**config.mk**
```make
export PLATFORM = sky130hd
export DESIGN_NAME = i2c_target_fsm
export DESIGN_NICKNAME = d
export VERILOG_FILES = /design/src/rtl/i2c_target_fsm.sv
export SDC_FILE = /design/constraint.sdc
export NUM_CORES = 1
export LEC_CHECK = 0
export BUFFER_PORTS_ARGS = -buffer_cell sky130_fd_sc_hd__buf_2
export CAP_MARGIN = 25
export CORE_MARGIN = 3
export CORE_UTILIZATION = 51
export DETAILED_ROUTE_END_ITERATION = 10
export PLACE_DENSITY = 0.75
export SLEW_MARGIN = 20
export SYNTH_ARGS = -nofsm -noshare
export SYNTH_HDL_FRONTEND = slang
export SYNTH_SLANG_ARGS = --single-unit
```
**constraint.sdc**
```tcl
create_clock -name clk -period 1.89 [get_ports clk]
set_input_delay 0.567 -clock clk [delete_from_list [all_inputs] [get_ports clk]]
set_output_delay 0.567 -clock clk [all_outputs]
set_load 0.1 [all_outputs]
```
**src/rtl/i2c_target_fsm.sv**
```systemverilog
// rtl/i2c_target_fsm.sv - I2C target protocol engine with open-drain SDA, no clock stretching
//
// Oversamples SCL/SDA on clk, detects START / repeated START / STOP, matches a 7-bit address,
// ACKs, hands write bytes to the fabric and serialises read bytes from it.
//
// Parameters
//   TGT_ADDR     7-bit target address
//   SYNC_STAGES  synchroniser depth for scl_i/sda_i (>= 2)
//
// Configuration macro
//   I2C_TGT_GCALL_EN  defined: general call write (8'h00) is ACKed and received, gcall set.
//                     undefined: 8'h00 is treated as a non-matching address, gcall stays 0.
//
// Ports
//   clk       in   system clock, at least 8x SCL
//   rst_n     in   asynchronous active-low reset
//   scl_i     in   SCL pad input (asynchronous)
//   sda_i     in   SDA pad input (asynchronous)
//   sda_oe    out  1 = pull SDA low, 0 = release
//   rx_data   out  last received write byte
//   rx_valid  out  one-clk pulse, rx_data updated
//   tx_data   in   read byte, sampled in the cycle tx_req is high
//   tx_req    out  one-clk pulse, fabric presents tx_data this cycle
//   busy      out  high from address ACK until STOP / repeated START
//   gcall     out  high while the current transfer was addressed by general call

module i2c_target_fsm #(
    parameter logic [6:0] TGT_ADDR    = 7'h50,
    parameter int         SYNC_STAGES = 2
) (
    input  logic       clk,
    input  logic       rst_n,
    input  logic       scl_i,
    input  logic       sda_i,
    output logic       sda_oe,
    output logic [7:0] rx_data,
    output logic       rx_valid,
    input  logic [7:0] tx_data,
    output logic       tx_req,
    output logic       busy,
    output logic       gcall
);

    typedef enum logic [2:0] {
        IDLE,
        ADDR,
        ADDR_ACK,
        RX,
        RX_ACK,
        TX,
        TX_ACK,
        IGNORE
    } state_t;

    // ------------------------------------------------------------------
    // Input synchronisers plus one history flop for edge detection.
    // Reset to 1 so an idle (pulled-up) bus produces no events.
    // ------------------------------------------------------------------
    logic [SYNC_STAGES-1:0] scl_sync;
    logic [SYNC_STAGES-1:0] sda_sync;
    logic                   scl_d;
    logic                   sda_d;

    always_ff @(posedge clk or negedge rst_n) begin
        if (!rst_n) begin
            scl_sync <= '1;
            sda_sync <= '1;
            scl_d    <= 1'b1;
            sda_d    <= 1'b1;
        end else begin
            scl_sync <= {scl_sync[SYNC_STAGES-2:0], scl_i};
            sda_sync <= {sda_sync[SYNC_STAGES-2:0], sda_i};
            scl_d    <= scl_sync[SYNC_STAGES-1];
            sda_d    <= sda_sync[SYNC_STAGES-1];
        end
    end

    logic scl_s;
    logic sda_s;
    logic scl_rise;
    logic scl_fall;
    logic start_det;
    logic stop_det;

    assign scl_s     = scl_sync[SYNC_STAGES-1];
    assign sda_s     = sda_sync[SYNC_STAGES-1];
    assign scl_rise  = scl_s & ~scl_d;
    assign scl_fall  = ~scl_s & scl_d;
    // SCL must be high on both samples so an SDA change racing an SCL edge is not a condition.
    assign start_det = scl_s & scl_d & sda_d & ~sda_s;
    assign stop_det  = scl_s & scl_d & ~sda_d & sda_s;

    // ------------------------------------------------------------------
    // Byte assembly and address decode
    // ------------------------------------------------------------------
    state_t     state;
    logic [2:0] bit_cnt;
    logic [6:0] shift;      // previous 7 bits on receive, remaining 7 bits on transmit
    logic       rw;
    logic       ack_on;     // second half of an ACK slot / master ACK seen in TX_ACK
    logic       gcall_r;

    logic [7:0] in_byte;
    logic       addr_match;
    logic       gcall_match;

    assign in_byte    = {shift, sda_s};
    assign addr_match = (in_byte[7:1] == TGT_ADDR);

`ifdef I2C_TGT_GCALL_EN
    assign gcall_match = (in_byte == 8'h00);
`else
    assign gcall_match = 1'b0;
`endif

    assign gcall = gcall_r;

    // ------------------------------------------------------------------
    // Protocol FSM
    // ------------------------------------------------------------------
    always_ff @(posedge clk or negedge rst_n) begin
        if (!rst_n) begin
            state    <= IDLE;
            bit_cnt  <= 3'd0;
            shift    <= 7'd0;
            rw       <= 1'b0;
            ack_on   <= 1'b0;
            sda_oe   <= 1'b0;
            rx_data  <= 8'd0;
            rx_valid <= 1'b0;
            tx_req   <= 1'b0;
            busy     <= 1'b0;
            gcall_r  <= 1'b0;
        end else begin
            rx_valid <= 1'b0;
            tx_req   <= 1'b0;

            if (stop_det) begin
                state   <= IDLE;
                sda_oe  <= 1'b0;
                busy    <= 1'b0;
                gcall_r <= 1'b0;
                ack_on  <= 1'b0;
                bit_cnt <= 3'd0;
            end else if (start_det) begin
                // Repeated START drops any partial byte without reporting it.
                state   <= ADDR;
                sda_oe  <= 1'b0;
                busy    <= 1'b0;
                gcall_r <= 1'b0;
                ack_on  <= 1'b0;
                bit_cnt <= 3'd0;
            end else begin
                case (state)
                    IDLE: begin
                        sda_oe <= 1'b0;
                    end

                    ADDR: begin
                        if (scl_rise) begin
                            shift   <= in_byte[6:0];
                            bit_cnt <= bit_cnt + 3'd1;
                            if (bit_cnt == 3'd7) begin
                                rw     <= sda_s;
                                ack_on <= 1'b0;
                                if (addr_match || gcall_match) begin
                                    state   <= ADDR_ACK;
                                    gcall_r <= gcall_match;
                                end else begin
                                    state <= IGNORE;
                                end
                            end
                        end
                    end

                    // First fall drives the ACK, second fall ends the ACK slot.
                    ADDR_ACK: begin
                        if (scl_fall) begin
                            if (!ack_on) begin
                                sda_oe <= 1'b1;
                                busy   <= 1'b1;
                                ack_on <= 1'b1;
                            end else begin
                                ack_on  <= 1'b0;
                                bit_cnt <= 3'd0;
                                if (rw) begin
                                    // SDA is re-driven with the MSB once tx_data is loaded.
                                    state  <= TX;
                                    tx_req <= 1'b1;
                                end else begin
                                    state  <= RX;
                                    sda_oe <= 1'b0;
                                end
                            end
                        end
                    end

                    RX: begin
                        if (scl_rise) begin
                            shift   <= in_byte[6:0];
                            bit_cnt <= bit_cnt + 3'd1;
                            if (bit_cnt == 3'd7) begin
                                rx_data  <= in_byte;
                                rx_valid <= 1'b1;
                                ack_on   <= 1'b0;
                                state    <= RX_ACK;
                            end
                        end
                    end

                    RX_ACK: begin
                        if (scl_fall) begin
                            if (!ack_on) begin
                                sda_oe <= 1'b1;
                                ack_on <= 1'b1;
                            end else begin
                                sda_oe  <= 1'b0;
                                ack_on  <= 1'b0;
                                bit_cnt <= 3'd0;
                                state   <= RX;
                            end
                        end
                    end

                    TX: begin
                        if (tx_req) begin
                            // Fabric presents tx_data in the cycle tx_req is high.
                            shift  <= tx_data[6:0];
                            sda_oe <= ~tx_data[7];
                        end else if (scl_rise) begin
                            bit_cnt <= bit_cnt + 3'd1;
                        end else if (scl_fall) begin
                            if (bit_cnt == 3'd0) begin
                                // Eight rises seen: release SDA for the master's ACK.
                                sda_oe <= 1'b0;
                                ack_on <= 1'b0;
                                state  <= TX_ACK;
                            end else begin
                                sda_oe <= ~shift[6];
                                shift  <= {shift[5:0], 1'b0};
                            end
                        end
                    end

                    TX_ACK: begin
                        if (scl_rise) begin
                            if (!sda_s) begin
                                ack_on <= 1'b1;
                            end else begin
                                sda_oe <= 1'b0;
                                state  <= IGNORE;
                            end
                        end else if (scl_fall && ack_on) begin
                            ack_on  <= 1'b0;
                            bit_cnt <= 3'd0;
                            tx_req  <= 1'b1;
                            state   <= TX;
                        end
                    end

                    IGNORE: begin
                        sda_oe <= 1'b0;
                    end

                    default: begin
                        state  <= IDLE;
                        sda_oe <= 1'b0;
                    end
                endcase
            end
        end
    end

endmodule
```
After elaboration in Yosys (flattened, before gate mapping). Cells that the tools add are included.

Add/sub/neg operators: 1. Eq/ne operators: 40. Mux-type cells: 85. Bitwise operators: 15. Reductions and logical operators: 25.

Operator list (count): 3-bit two-way mux (27); 4-bit inequality test, second input constant (16); 1-bit two-way mux (47); 7-bit two-way mux (5); 5-bit inequality test, second input constant (6); 3-bit case mux with 6 select lines (1); 3-bit nonzero test (6); 4-bit by 1-bit inequality test with 1-bit output, second input constant (4); 3-bit == test, second input constant (5); 15-bit AND reduction (1); 7-bit case mux with 2 select lines (1); 3-bit inequality test, second input constant (4); 3-bit case mux with 4 select lines (1); 10-bit AND reduction (1); 5-bit AND reduction (2); 1-bit NOT (8); 8-bit AND reduction (1); 8-bit nonzero test (1); 1-bit AND (7); 7-bit == test, second input constant (1); 7-bit AND reduction (1); 7-bit nonzero test (1); 3-bit by 2-bit == test with 1-bit output, second input constant (2); 3-bit zero test (2); 13 further kinds (15).

Flip-flop bits (word level): 34. Word-level logic and storage cells: 181.

Depth between registers and ports, before layout. Gate-level depths: netlist of run 1.

Word-level depth: 8. Depth in mapped cells: 8. Gate-level depth less buffers: 7.

Worst setup path after synthesis of run 1. Ideal clock, no wire load.

Path type: register -> register. Start point: register tx_req. End point: register state[0]. Setup time: 0.128 ns. Arrival: 2.065 ns. Data required time: 1.762 ns. Path slack: -0.303 ns. Cell stages (with the launch flop): 6. Path buffers: 0. Path through: dfrtp_1 -> nor3b_1 -> nand3_1 -> and4_1 -> a211oi_2 -> mux2_1.

Longest elaborated chain between the ends: 2.

RTL lines: from (decl) (RTL line 39) `output logic tx_req,`; from (signal assigned) (RTL line 131) `tx_req <= 1'b0;`; from (signal assigned) (RTL line 136) `tx_req <= 1'b0;`; from (signal assigned) (RTL line 189) `tx_req <= 1'b1;`; 4-bit inequality test (no source line); 15-bit AND reduction (no source line); to (signal assigned) (RTL line 123) `state <= IDLE;`; to (signal assigned) (RTL line 139) `state <= IDLE;`; to (signal assigned) (RTL line 147) `state <= ADDR;`; to (decl) (RTL line 96) `state_t state;`.

Every way passes these cells. A chain may end at the register's enable or synchronous reset.

Worst setup path in the final report of run 1.
Start point: register scl_d. End point: register state[1].

Longest elaborated chain between the ends: 6. Elaborated cells on any way between the ends: 29.

RTL lines: from (decl) (RTL line 61) `logic scl_d;`; from (signal assigned) (RTL line 73) `scl_d <= scl_sync[SYNC_STAGES-1];`; branches (longest 6 deep; another with 15-bit AND reduction); to (signal assigned) (RTL line 139); to (signal assigned) (RTL line 147); to (signal assigned) (RTL line 251) `state <= IGNORE;`.

Parallel ways; which one is timed is not known.

==> results of run 1 <==
==> kinds of logic (layout without fill, tap and decap cells) <==
group                      after synthesis  in the layout  share of synthesized area
adders and majority gates                4              4                    0.02658
muxes                                   20             20                     0.1217
DFF                                     33             33                     0.4657
xor gates and xnor gates                 2              2                   0.009792
AOI/OAI and AO/OA                       41             41                     0.1496
other                                    1              1                   0.002096
buffers and inverters                   19             65                    0.05454
and+or+nand+nor                         56             56                     0.1699
==> sequential cells by signal, indices dropped and copies added, names as in the netlist, 2 cells and up <==
name,flops
bit_cnt,3
state,3
sda_sync,2
rx_data,8
scl_sync,2
shift,7
==> stage by stage <==
stage	std cells	total power [W]	cell area, um^2
finish	266	0.002980	2293
global route	266	0.003160	2293
CTS	260	0.002780	2140
detailed placement	247	0.002305	2021
global placement	247	0.002265	2021
floorplan	176	0.001931	1805
==> final cells by class <==
type / count / area [um^2] / share of cell area
multi-input combinational: 124 / 987.2 / 0.4304
clock buffer: 7 / 55.05 / 0.02400
tap: 44 / 55.05 / 0.02400
clock inverter: 1 / 7.507 / 0.003273
sequential: 33 / 838.3 / 0.3655
timing repair buffer: 49 / 320.3 / 0.1397
inverter: 8 / 30.03 / 0.01309
==> layer usage <==
layer  vias to the layer above  track usage
met5                         -            0
met2                        53       0.3552
met1                       716       0.2849
met4                         0      0.07513
li1                        722            -
met3                         7      0.04957
==> worst max-delay path, delay by kind of cell, from the launching register on <==
family          cells  cell delay, ps
mux                 1             330
compound gates      1             270
simple gates        3             490
flops               1             660
==> worst max path at each step <==
stage	from	endpoint	slack (ps)
2_1_floorplan	tx_req	state[0]	40
3_3_place_gp	scl_sync[1]	state[0]	-80
3_5_place_dp	scl_sync[1]	state[1]	-120
4_1_cts	scl_sync[1]	state[1]	6
5_1_grt	scl_d	state[0]	-50
6_report	scl_d	state[1]	20
==> report_power, final <==
group	switching (W)	leakage (nW)	internal [W]	total (W)
Clock	0.000235	0.0315	0.000182	0.000417
Combinational	0.000752	0.711	0.000707	0.00146
Sequential	0.000239	0.413	0.000865	0.00110
Total	0.00123	1.16	0.00175	0.00298
==> cell usage after synthesis (2+ instances only) <==
cell,n
a211oi_1,2
a21oi_1,6
a22o_1,2
a31oi_1,2
a32oi_1,2
and3_1,3
buf_2,3
buf_4,2
buf_6,2
clkbuf_1,4
dfrtp_1,27
dfstp_2,6
ha_1,3
inv_1,8
mux2_1,3
mux2_2,11
mux2i_1,6
nand2_1,15
nand2b_1,2
nand3_1,5
nor2_1,11
nor2b_1,5
nor3_1,4
nor3b_1,2
o211ai_1,2
o21a_1,2
o21ai_0,12
o22ai_1,4
or3_1,2
==> what timing repair did <==
| action | CTS | global route |
|---|---|---|
| gates resized for setup | 6 | 24 |
| buffers inserted | 5 | 6 |
| pin swaps | 4 | 6 |
| setup endpoints to repair | 4 | 12 |
==> layout by cell type (no fill, tap or decap), types with 4 or more instances in the layout <==
cell type,Yosys,final
a21oi_1,6,4
buf_2,3,22
buf_4,2,25
clkbuf_4,0,5
dfrtp_1,27,25
dfstp_2,6,6
inv_1,8,8
mux2_2,11,11
mux2i_1,6,6
nand2_1,15,13
nor2_1,11,11
o21ai_0,12,12
==> impl_metrics.toml, run 1 <==
[final_layout]
layout-drive-gt1-share = 0.4505
fin_util = 0.7160
num-fill-cells = 272
area_delta_synth_final_pct = 28.18
n_antenna_cell = 0
finalNetCount = 236

[grt]
antenna_found_initial = 0
grt_pass1_vias = 1452
grt_remaining_overflow = 0
grt_first_pass_wirelength_um = 7003
grtUsageTotal = 0.2178
grt_max_degree = 34

[synthesis]
syn_inst = 176
synth_cell_types = 47
avgSynthCellArea_um2 = 10.17
synthTopCellsByArea = "dfrtp_1, dfstp_2, mux2_2"
ys_seq_area_frac = 0.4657
yosysTopAreaCellShare = 0.3776
yosysWarnings = 0
yosys_most_used_dff = "dfrtp_1"
synth_area_um2 = 1789
synth_edf_count = 0
async_reset_ff_frac = 1.000
synth_nets = 191
yosysTopAreaCell = "dfrtp_1"
ys_seq_elements = 33

[setup_path]
critPathRequiredTime_ps = 2110
r2r_slack_ps = 20
cp-end-kind = "flop"
crit_path_start_kind = "flop"
path_max_fanout = 8
ff2ff_path_depth = 5
path_cells = "nor2b_4 -> nand3_2 -> and4_4 -> a211oi_4 -> mux2_4"
critPathMaxStageDelay_ps = 660
cp_data_arrival_time_ps = 2090
path_class = "flop to flop"
cp_slowest_cell = "dfstp_2"
reg2reg_to = "state[1]"
worstReg2RegStart = "scl_d"

[route]
vias_per_cell = 5.632
wl_met1_um = 1858
drt_pre_antenna_iters = 4
top_layer_used = "met4"
num_vias = 1498
postRouteAntennaNets = 0
routed-wl-met3_um = 301
first_iter_violations = 146
wl_per_cell_um = 16.50
drt-total-wl_um = 4389
route.met2.wl_um = 2159
drc = 0

[timing]
grt_setup_unrepaired = "true"
fin_crit_ps = 1870
worst_slew_pin_slew_ps = 714.3
fin_ws_ps = 20.25
final.setup.tns_ps = 0
setup_viol = 0
hold_violations = 0
max_freq_mhz = 534.8
finalCritPeriodShare = 0.9893
slew_violations = 0
maxSlewHeadroom = 0.5238
whs_ps = 266.5
skew_ps = 13.59

[outcome]
status = "finished clean"

[die]
die_x_um = 65.23
rows = 20
coreArea_um2 = 3203
start_util = 0.5586
die_height_um = 65.23
io_pins = 25
dieArea_um2 = 4255

[clock_tree]
cts_inserted_buffers = 5
clock-sinks = 33
cts_max_level = 2
cts_root_buf = "clkbuf_4"
cts_tree = "done"
insertion_delay_ps = 340
clockBufferDepth = 2
hold_buffers = 0
path_clk_slew_ps = 110

[placed_design]
gp_congestion = 0.9754
dpl.hpwl_um = 2993
place_ws_ps = -115.5
port_buffers = 23

[run]
drv_cap = 0

[power]
vdd.ir_drop.worst_uv = 603.0
leakagePower_nw = 1.155
power_density_nw_per_um2 = 1299

[hold_path]
hold_path.class = "input port to asynchronous set/reset pin"
(Power assumes the default switching activity.)
==> inputs of run 2 (changes only) <==
==> constraint.sdc (replaced) <==
create_clock -name clk -period 1.89 [get_ports clk]
set_input_delay 0.0945 -clock clk [delete_from_list [all_inputs] [get_ports clk]]
set_output_delay 0.0945 -clock clk [all_outputs]
set_load 0.1 [all_outputs]
==> impl_metrics.toml, run 2 (same netlist as run 1, synthesis figures left out) <==
[outcome]
status = "finished clean"

[route]
postRouteAntennaNets = 0
vias_per_cell = 5.719
num_vias = 1504
drt_pre_antenna_iters = 4
wl_per_cell_um = 15.89
drc = 0
first_iter_violations = 169
drt-total-wl_um = 4178

[die]
rows = 20
die_height_um = 65.23
start_util = 0.5586
dieArea_um2 = 4255
die_x_um = 65.23
coreArea_um2 = 3203
io_pins = 25

[placed_design]
dpl.hpwl_um = 3027
port_buffers = 23
gp_congestion = 0.9598
dp_cells = 248

[setup_path]
path_max_fanout = 8
path_cells = "and2_1 -> and2_4 -> nor4_4 -> a211oi_4 -> mux2_1"
path_class = "flop to flop"
reg2reg_to = "state[0]"
cp_data_arrival_time_ps = 2080
critPathRequiredTime_ps = 2100
crit_path_start_kind = "flop"
critPathMaxStageDelay_ps = 630
worstReg2RegStart = "scl_d"
cp_slowest_cell = "dfstp_2"
r2r_slack_ps = 20
ff2ff_path_depth = 5
cp-end-kind = "flop"

[final_layout]
layout-drive-gt1-share = 0.3790
n_antenna_cell = 0
area_delta_synth_final_pct = 22.94
registers.top_by_ff_count = "rx_data"
finalNetCount = 233
largest_reg_flops = 8
reg.largest.list = "rx_data: 8 flops, shift: 7 flops"
layout_common_cells = "dfrtp_1, buf_2, buf_4, nand2_1, o21ai_0"
stdcell_count = 263

[hold_path]
hold_path.class = "input port to flop"
min_path_cells = 3
hold_start = "tx_data[4]"
hold_path_end = "shift[4]"

[clock_tree]
cts_inserted_buffers = 5
clock-sinks = 33
cts_root_buf = "clkbuf_4"
cts_tree = "done"
insertion_delay_ps = 340
cts_max_level = 2
path_clk_slew_ps = 100
clockBufferDepth = 2

[timing]
hold_violations = 0
maxSlewHeadroom = 0.5239
worst_slew_pin_slew_ps = 714.1
max_freq_mhz = 535.5
setup_viol = 0
fin_crit_ps = 1867
skew_ps = 16.95
slew_violations = 0
grt_setup_unrepaired = "true"
finalCritPeriodShare = 0.9880

[power]
power.switching_w = 0.001146
leakagePower_nw = 1.105
p_int_w = 0.001636
p_sw_frac = 0.4119
p_total_w = 0.002781
power_frac_seq = 0.402
clockPowerShare = 0.135
vdd.ir_drop.worst_uv = 649.7
pwr-share-comb = 0.463
power_density_nw_per_um2 = 1264

[grt]
grt_first_pass_wirelength_um = 7293
grt_remaining_overflow = 0
grt_max_degree = 34
grtUsageTotal = 0.2232
grt_pass1_vias = 1537
antenna_found_initial = 0

[run]
drv_cap = 0
## run 2: cell types whose count changed in the layout (fill, tap and decap cells not counted), sizes merged
cell | previous run | this run
buf | 49 | 43
clkinv | 0 | 1
clkinvlp | 1 | 0
dlygate4sd3 | 0 | 3
## run 2: repair_timing
item                                    CTS  global route
pin swaps                                 2             4
hold buffers                              3             0
setup buffers                             3             1
endpoints found under the setup margin    3            11
endpoints found under the hold margin    29             0
resized for setup                         4            10
## run 2: area by class of cell
class	count	area, um^2
repair buffers	46	307.8
multi-input cells	124	915.9
inverters	8	30.03
clock inverters	1	5.005
flip-flops and latches	33	840.8
clock buffers	7	45.04
well taps	44	55.05
fillers	269	1003
## run 2: worst max path at each step
stage | startpoint | to | slack, ps | depth (start not counted)
2_1_floorplan | tx_req | state[0] | 40 | 5
3_3_place_gp | scl_sync[1] | state[1] | 7 | 5
3_5_place_dp | scl_sync[1] | state[1] | -30 | 5
4_1_cts | state[2] | state[1] | 1 | 5
5_1_grt | scl_sync[1] | state[0] | -50 | 6
6_report | scl_d | state[0] | 20 | 5
## run 2: through the flow
step | setup WS (ps) | hold WS, ps | TNS, ps | util | cell area [um^2]
finish | 22.75 | 51.01 | 0 | 0.6867 | 2200
global route | -54.79 | 46.60 | -103.3 | 0.6867 | 2200
CTS | 1.175 | 57.28 | 0 | 0.6750 | 2162
detailed placement | -34.11 | 187.8 | -54.46 | 0.6371 | 2041
global placement | 6.560 | 172.6 | 0 | 0.6371 | 2041
floorplan | 40.63 | -201.1 | 0 | - | 1805
## run 2: routing by layer
layer / GRT usage / share of wire
met4: 0.08808 / 0.012
met2: 0.3641 / 0.50
met3: 0.05299 / 0.051
met5: 0 / 0
met1: 0.2857 / 0.44
## run 2: critical path, delay by kind of cell, from the launching register on
| kind | cells | cell delay [ps] |
|---|---|---|
| flops | 1 | 630 |
| mux | 1 | 370 |
| simple gates | 3 | 470 |
| compound gates | 1 | 290 |
## run 2: power groups by stage
stage | registers (W) | logic [W] | clock network [W]
global placement | 0.00111 | 0.00113 | 0
finish | 0.00112 | 0.00129 | 0.000375
detailed placement | 0.00111 | 0.00117 | 0
CTS | 0.00110 | 0.00125 | 0.000381
floorplan | 0.00109 | 0.000844 | 0
global route | 0.00115 | 0.00141 | 0.000432
==> inputs of run 3 (changes only) <==
--- a/config.mk
+++ b/config.mk
@@ -8,9 +8,10 @@
 export BUFFER_PORTS_ARGS = -buffer_cell sky130_fd_sc_hd__buf_2
 export CAP_MARGIN = 25
 export CORE_MARGIN = 3
-export CORE_UTILIZATION = 51
+export CORE_UTILIZATION = 50
 export DETAILED_ROUTE_END_ITERATION = 10
-export PLACE_DENSITY = 0.75
+export PLACE_DENSITY = 0.74
+export RECOVER_POWER = 25
 export SLEW_MARGIN = 20
 export SYNTH_ARGS = -nofsm -noshare
 export SYNTH_HDL_FRONTEND = slang
==> impl_metrics.toml, run 3 (same netlist as run 1, synthesis figures left out) <==
[outcome]
status = "finished clean"

[timing]
finalCritPeriodShare = 0.9845
maxSlewHeadroom = 0.4715
worst_slew_pin_slew_ps = 792.7
skew_ps = 14.78
grt_setup_unrepaired = "true"
whs_ps = 54.95
hold_violations = 0
slew_violations = 0
fin_crit_ps = 1861
setup_viol = 0
max_freq_mhz = 537.4

[die]
die_height_um = 65.82
start_util = 0.5279
coreArea_um2 = 3390
die_x_um = 65.82
dieArea_um2 = 4332
rows = 21
io_pins = 25

[route]
drc = 0
num_vias = 1477
wl_per_cell_um = 15.93
drt_pre_antenna_iters = 4
drt-total-wl_um = 4268
vias_per_cell = 5.511
postRouteAntennaNets = 0
first_iter_violations = 105

[setup_path]
path_class = "flop to flop"
cp_data_arrival_time_ps = 2090
crit_path_start_kind = "flop"
critPathTopFamily = "flip-flops"
critPathRequiredTime_ps = 2120
cp_slowest_cell = "dfstp_2"
critPathMaxStageDelay_ps = 620
crit_buf_inv = 1
path_max_fanout = 8
cp-end-kind = "flop"
path_cells = "nand2b_1 -> o22ai_2 -> nor4_4 -> buf_4 -> a211oi_2 -> o32a_4"

[final_layout]
largest_reg_flops = 8
regArea_um2 = 840.8
reg.largest.list = "rx_data: 8 flops, shift: 7 flops"
finalNetCount = 236
registers.top_by_ff_count = "rx_data"
layout_common_cells = "dfrtp_1, buf_4, buf_2, nand2_1, o21ai_0"
n_antenna_cell = 0
num-fill-cells = 267
multi_input_area_um2 = 949.7
fin_util = 0.6663
area_delta_synth_final_pct = 26.22
layout-drive-gt1-share = 0.4144
stdcell_count = 268

[power]
pwr-share-comb = 0.477
vdd.ir_drop.worst_uv = 828.8
leakagePower_nw = 1.123
p_total_w = 0.002923
power_density_nw_per_um2 = 1294
p_int_w = 0.001727
p_sw_frac = 0.4089
power_frac_seq = 0.381
power.switching_w = 0.001195
clockPowerShare = 0.141

[grt]
antenna_found_initial = 0
grt_pass1_vias = 1463
grt_max_degree = 34
grt_first_pass_wirelength_um = 7072
grtUsageTotal = 0.2181
grt_remaining_overflow = 0

[clock_tree]
cts_max_level = 2
cts_tree = "done"
cts_root_buf = "clkbuf_4"
cts_inserted_buffers = 5
path_clk_slew_ps = 110
insertion_delay_ps = 330
clock-sinks = 33
clockBufferDepth = 2

[placed_design]
gp_congestion = 1.005
dpl.hpwl_um = 3099
dp_cells = 253
port_buffers = 23

[hold_path]
hold_path.class = "input port to flop"

[run]
drv_cap = 0
==> run 3: changes by cell type in the layout (fill, tap and decap cells not counted), sizes merged <==
| cell | delta |
|---|---|
| clkinvlp | +1 |
| clkbuf | +1 |
| clkinv | -1 |
| buf | +2 |
==> run 3: area by class of cell <==
type	count	area share
timing repair buffer	49	0.1407
sequential	33	0.3723
tap	46	0.02548
inverter	8	0.01330
clock inverter	1	0.003324
clock buffer	7	0.02438
multi-input combinational	124	0.4205
==> run 3: path summary, 6_finish.rpt <==
check / startpoint / endpoint / slack (ps) / cells after the start
worst max-delay path: scl_d / ack_on / 30 / 6
worst min-delay path: tx_data[3] / shift[3] / 50 / 3
worst max register to register: scl_d / ack_on / 30 / 6
worst min register to register: sda_sync[0] / sda_sync[1] / 360 / 0
max in group asynchronous: rst_n / tx_req / 960 / 2
min in group asynchronous: rst_n / busy / 360 / 2
==> run 3: timing repair <==
action / 4_1_cts / 5_1_grt
resized for setup: 1 / 18
hold endpoints to repair: 29 / 0
setup endpoints to repair: 3 / 15
buffers inserted: 3 / 2
hold buffers: 3 / 0
pin swaps: 3 / 4
==> run 3: per-stage QoR <==
stage	TNS (ps)	cell area [um^2]	setup WS, ps
2_1_floorplan	0	1805	40.63
3_3_place_gp	0	2053	28.28
3_5_place_dp	-16.22	2053	-10.58
4_1_cts	0	2175	0.8196
5_1_grt	-124.2	2258	-41.82
6_report	0	2258	29.35
==> run 3: worst min-delay path, stage by stage <==
cell,delay (ps)
buf_2,70
mux2i_1,50
o21ai_0,130
==> run 3: power groups by stage <==
stage                     combinational (W)  sequential [W]  clock [W]
final                               0.00139         0.00111   0.000413
after global routing                0.00152         0.00114   0.000462
after CTS                           0.00125         0.00109   0.000427
after detailed placement            0.00120         0.00111          0
after global placement              0.00119         0.00110          0
after floorplan                    0.000844         0.00109          0
==> run 3: metal layers <==
metal  global-route usage  part of all wire
met1               0.2958              0.46
met2               0.3417              0.48
met3              0.04762             0.041
met4              0.08031             0.019
met5                    0                 0
